File: src/rtl/mmcm_lock_sequencer.sv
`default_nettype none
// ============================================================================
// Module   : mmcm_lock_sequencer
// Purpose  : Drives MMCM RST, qualifies LOCKED, releases downstream reset,
//            retries on lock timeout and latches a hard failure.
// Revision : 1.0 - initial release
// ============================================================================
module mmcm_lock_sequencer #(
    parameter int RST_CYCLES    = 16,
    parameter int LOCK_TIMEOUT  = 200000,
    parameter int STABLE_CYCLES = 1024,
    parameter int MAX_RETRIES   = 3
) (
    input  logic       clk,
    input  logic       rst,
    input  logic       locked_in,
    output logic       mmcm_rst,
    output logic       sys_rst_out,
    output logic       ready,
    output logic       fail,
    output logic [3:0] retry_count,
    output logic [7:0] lock_loss_count,
    output logic [2:0] state
);

    localparam int c_MAX_A   = (RST_CYCLES > LOCK_TIMEOUT) ? RST_CYCLES : LOCK_TIMEOUT;
    localparam int c_CNT_MAX = (c_MAX_A > STABLE_CYCLES) ? c_MAX_A : STABLE_CYCLES;
    localparam int c_CNT_W   = $clog2(c_CNT_MAX) + 1;

    localparam logic [c_CNT_W-1:0] c_RST_LAST    = c_CNT_W'(RST_CYCLES - 1);
    localparam logic [c_CNT_W-1:0] c_TIMEOUT_LAST = c_CNT_W'(LOCK_TIMEOUT - 1);
    localparam logic [c_CNT_W-1:0] c_STABLE_LAST = c_CNT_W'(STABLE_CYCLES - 1);
    localparam logic [3:0]         c_MAX_RETRIES = 4'(MAX_RETRIES);

    typedef enum logic [2:0] {
        S_RESET_HOLD = 3'd0,
        S_WAIT_LOCK  = 3'd1,
        S_STABLE     = 3'd2,
        S_RUN        = 3'd3,
        S_FAIL       = 3'd4
    } state_t;

    state_t               r_state;
    state_t               w_next_state;
    logic                 r_sync1;
    logic                 r_locked_s;
    logic [c_CNT_W-1:0]   r_cnt;
    logic [3:0]           r_retry;
    logic [3:0]           w_next_retry;
    logic [7:0]           r_loss;
    logic [7:0]           w_next_loss;
    logic                 w_state_change;
    logic                 w_counting;

    // LOCKED comes from another clock domain; two flops before any use.
    always_ff @(posedge clk or posedge rst) begin
        if (rst) begin
            r_sync1    <= 1'b0;
            r_locked_s <= 1'b0;
        end else begin
            r_sync1    <= locked_in;
            r_locked_s <= r_sync1;
        end
    end

    always_ff @(posedge clk or posedge rst) begin
        if (rst) begin
            r_state <= S_RESET_HOLD;
            r_retry <= 4'd0;
            r_loss  <= 8'd0;
        end else begin
            r_state <= w_next_state;
            r_retry <= w_next_retry;
            r_loss  <= w_next_loss;
        end
    end

    always_comb begin
        w_next_state = r_state;
        w_next_retry = r_retry;
        w_next_loss  = r_loss;
        case (r_state)
            S_RESET_HOLD: begin
                if (r_cnt == c_RST_LAST)
                    w_next_state = S_WAIT_LOCK;
            end
            S_WAIT_LOCK: begin
                // Lock takes priority over a coincident timeout.
                if (r_locked_s) begin
                    w_next_state = S_STABLE;
                end else if (r_cnt == c_TIMEOUT_LAST) begin
                    if (r_retry == c_MAX_RETRIES) begin
                        w_next_state = S_FAIL;
                    end else begin
                        w_next_retry = r_retry + 4'd1;
                        w_next_state = S_RESET_HOLD;
                    end
                end
            end
            S_STABLE: begin
                if (!r_locked_s) begin
                    w_next_state = S_WAIT_LOCK;
                end else if (r_cnt == c_STABLE_LAST) begin
                    w_next_state = S_RUN;
                    w_next_retry = 4'd0;
                end
            end
            S_RUN: begin
                if (!r_locked_s) begin
                    w_next_state = S_RESET_HOLD;
                    if (r_loss != 8'hFF)
                        w_next_loss = r_loss + 8'd1;
                end
            end
            S_FAIL: begin
                w_next_state = S_FAIL;
            end
            default: begin
                w_next_state = S_RESET_HOLD;
            end
        endcase
    end

    assign w_state_change = (w_next_state != r_state);
    assign w_counting     = (r_state == S_RESET_HOLD) || (r_state == S_WAIT_LOCK) ||
                            (r_state == S_STABLE);

    always_ff @(posedge clk or posedge rst) begin
        if (rst)
            r_cnt <= '0;
        else if (w_state_change)
            r_cnt <= '0;
        else if (w_counting)
            r_cnt <= r_cnt + 1'b1;
    end

    // Outputs decode the next state so they move on the same edge as state.
    always_ff @(posedge clk or posedge rst) begin
        if (rst) begin
            mmcm_rst    <= 1'b1;
            sys_rst_out <= 1'b1;
            ready       <= 1'b0;
            fail        <= 1'b0;
        end else begin
            mmcm_rst    <= (w_next_state == S_RESET_HOLD) || (w_next_state == S_FAIL);
            sys_rst_out <= (w_next_state != S_RUN);
            ready       <= (w_next_state == S_RUN);
            fail        <= (w_next_state == S_FAIL);
        end
    end

    assign retry_count     = r_retry;
    assign lock_loss_count = r_loss;
    assign state           = r_state;

endmodule
`default_nettype wire

File: config.mk
export PLATFORM = sky130hd
export DESIGN_NAME = mmcm_lock_sequencer
export DESIGN_NICKNAME = d
export VERILOG_FILES = /design/src/rtl/mmcm_lock_sequencer.sv
export SDC_FILE = /design/constraint.sdc
export NUM_CORES = 1
export LEC_CHECK = 0
export CAP_MARGIN = 20
export CORE_MARGIN = 5
export CORE_UTILIZATION = 50
export CTS_CLUSTER_DIAMETER = 120
export DETAILED_ROUTE_END_ITERATION = 7
export HOLD_SLACK_MARGIN = 0.06
export PLACE_DENSITY_LB_ADDON = 0.1
export SLEW_MARGIN = 40
export SYNTH_ARGS = -nofsm -noshare
export SYNTH_HDL_FRONTEND = slang
export SYNTH_SLANG_ARGS = --single-unit
File: constraint.sdc
create_clock -name clk -period 3.8 [get_ports clk]
set_clock_uncertainty 0.05 [all_clocks]
set_input_delay 0.38 -clock clk [delete_from_list [all_inputs] [get_ports clk]]
set_output_delay 0.38 -clock clk [all_outputs]
set_load 0.005 [all_outputs]
==> flow_summary.toml <==
[drt]
via_per_inst = 5.47
totalWireLength_mm = 3.85
wl_per_cell_um = 14.1
via_count = 1489
drt_iter0_drc = 101
drc = 0
detail-route-antenna-nets = 0
dr.pass1.iters = 4

[power]
swShare = 0.325
total_power_uw = 1210
peakVddDrop_uv = 287
p_clk_frac = 0.252
switching_power_uw = 393
seq_power_share = 0.473
combPwrFrac = 0.275
p_leak_uw = 0.00104
p_int_uw = 817
power_density_mw_per_mm2 = 513

[sta]
timing.final.crit_share = 0.616
relSlewSlack = 0.639
period_minus_slack_ps = 2340
tightest_slew_ps = 534
rsz0062_at_grt = "false"
tns_ps = 0
setup-violations-final = 0
max_freq_mhz = 427
maxSlewViolCount = 0
hold_viol = 0

[clock_tree]
clock_tree.root_cell = "clkbuf_8"
hold_buffers = 0
cts_max_level = 2
cts_tree = "yes"
cts_made_buffers = 5
cts_resized = 0
clkLatencyLatePin_ps = 290
post_cts_buffers = 0
max-clock-path-buffers = 2
cts_sinks = 40
clkTransAtPathRegs_ps = 80

[setup_path]
cp-end-kind = "flop"
worstSetupPathType = "reg2reg"
cp.arrival_ps = 2470
critPathMaxFanout = 5
rrSetupSlack_ps = 1460
startpoint_type = "flop"
worstPathRequired_ps = 3930

[floorplan]
die_x_um = 73.8
die_y_um = 73.8
boundaryPins = 22
start_util = 0.513
rows = 23
die-area_mm2 = 0.00545
core_area_mm2 = 0.00397

[logic_synthesis]
syn_area_per_cell_um2 = 10.2
synth-main-ff-cell = "dfrtp_1"
ys_types = 50
synth_nets = 205
synth_edf_count = 0
syn_inst = 199
ys_ff_latch = 40
yosysWarningCount = 0
ys_async_sr_fraction = 1.00
syn_area_mm2 = 0.00204
ys_seq_area_frac = 0.493
synthTopCellsByArea = "dfrtp_1 47%, nor2_1 6.3%, xor2_1 6.0%, xnor2_1 4.7%, nand2_1 2.8%"
yosysTopAreaCell = "dfrtp_1"
synth_top_area_frac = 0.467

[grt]
grt-ovfl-total = 0
track_usage = 0.160
grt_pass1_wl_mm = 6.70
grt_start_max_net_pins = 41
antenna_found_initial = 0
grt_pass1_vias = 1510

[worst_hold_path]
hold_path.class = "reg2reg"

[status]
status = "complete, no violations"

[cells_and_area]
fillerInstances = 340
final_nets = 227
drive_gt1_frac = 0.0946
final_area_mm2 = 0.00236
diodes = 0
layout.area.seq_mm2 = 0.00100
instances_no_fill = 272
multi_input_area_um2 = 970
syn_to_final_growth_pct = 15.9

[place]
dp.cells = 264
dp_hpwl_mm = 2.77
port_buffers = 21
place_area_mm2 = 0.00226
place.gp.congestion = 0.838

[flow_run]
drv_cap = 0
## logic make-up (layout without fill, tap and decap cells)
| group | Yosys count | after routing | share of synthesized area |
|---|---|---|---|
| AND/OR/NAND/NOR | 100 | 100 | 0.264 |
| flip-flops | 40 | 40 | 0.493 |
| XOR/XNOR | 25 | 25 | 0.107 |
| AO/OA/AOI/OAI | 18 | 18 | 0.0651 |
| buffers and inverters | 9 | 32 | 0.0313 |
| multiplexers | 4 | 4 | 0.0215 |
| adder cells (fa/ha/maj) | 3 | 3 | 0.0184 |
## final cells by class
| class | count | share of cell area |
|---|---|---|
| clock buffer | 8 | 0.0424 |
| inverter | 2 | 0.00318 |
| multi-input combinational | 150 | 0.411 |
| sequential | 40 | 0.425 |
| tap | 50 | 0.0265 |
| timing repair buffer | 22 | 0.0922 |
## routing by layer
| layer | track usage | part of all wire | up-vias | wire length (um) |
|---|---|---|---|---|
| met5 | 0 | 0 | - | 0 |
| met4 | 0.0805 | 0.019 | 0 | 72 |
| met3 | 0.0465 | 0.040 | 9 | 152 |
| met2 | 0.251 | 0.48 | 23 | 1850 |
| met1 | 0.201 | 0.46 | 718 | 1770 |
| li1 | - | - | 739 | - |
## sequential cells by signal, indices dropped and copies added, names as in the netlist
register / cells
r_sync1: 1
ready: 1
state: 3
fail: 1
r_locked_s: 1
r_cnt: 19
sys_rst_out: 1
retry_count: 4
mmcm_rst: 1
lock_loss_count: 8
## layout by cell type, fill, tap and decap left out, types with 3 or more instances in the layout
master,instances
xor2_1,14
xnor2_1,11
nor2b_1,4
nand2_1,15
nand3_1,8
nor3_1,3
and3_1,4
clkdlybuf4s50_1,21
nor2_1,34
nor4_1,4
a21oi_1,3
dfrtp_1,38
mux2_2,3
and4_1,3
nand4_1,6
o21ai_0,3
clkbuf_8,7
ha_1,3
## power by group through the flow
stage          Clock (uW)  Sequential, uW  Combinational, uW
2_1_floorplan           0             546                295
3_3_place_gp            0             575                325
3_5_place_dp            0             580                336
4_1_cts               312             573                339
5_1_grt               326             586                376
6_report              305             573                333
## per-stage QoR
step / utilization / setup WS [ps] / hold slack [ps]
after floorplan: - / 1750 / 281
after global placement: 0.569 / 1600 / 309
after detailed placement: 0.569 / 1530 / 318
after CTS: 0.595 / 1470 / 344
after global routing: 0.595 / 1290 / 344
final: 0.595 / 1460 / 340
## path summary, 6_finish.rpt
check,startpoint,to,cells after the start
max in group asynchronous,rst,sys_rst_out$_DFF_PP1_,3
min reg2reg,r_sync1$_DFF_PP0_,r_locked_s$_DFF_PP0_,0
min in group asynchronous,rst,r_sync1$_DFF_PP0_,3
max,r_cnt[0]$_DFFE_PP0P_,retry_count[1]$_DFFE_PP0P_,6
min,r_sync1$_DFF_PP0_,r_locked_s$_DFF_PP0_,0
max reg2reg,r_cnt[0]$_DFFE_PP0P_,retry_count[1]$_DFFE_PP0P_,6
## cells in the mapped netlist (2+ instances only)
cell type	n
a21oi_1	3
and3_1	4
and4_1	3
buf_2	2
clkbuf_1	2
dfrtp_1	38
dfstp_2	2
ha_1	3
inv_1	2
mux2_2	3
nand2_1	15
nand2b_1	2
nand3_1	8
nand4_1	6
nand4b_1	2
nor2_1	34
nor2b_1	4
nor3_1	3
nor3b_1	2
nor4_1	4
o21a_1	2
o21ai_0	3
or3_1	2
xnor2_1	11
xor2_1	14
## critical path, stage by stage, from the launching register on
cell	delay, ps
dfrtp_1	400
ha_1	180
and3_1	220
nand4_1	220
nor4_1	550
o22a_2	260
mux2_2	340
No activity file was read; power rests on OpenSTA's default activity.
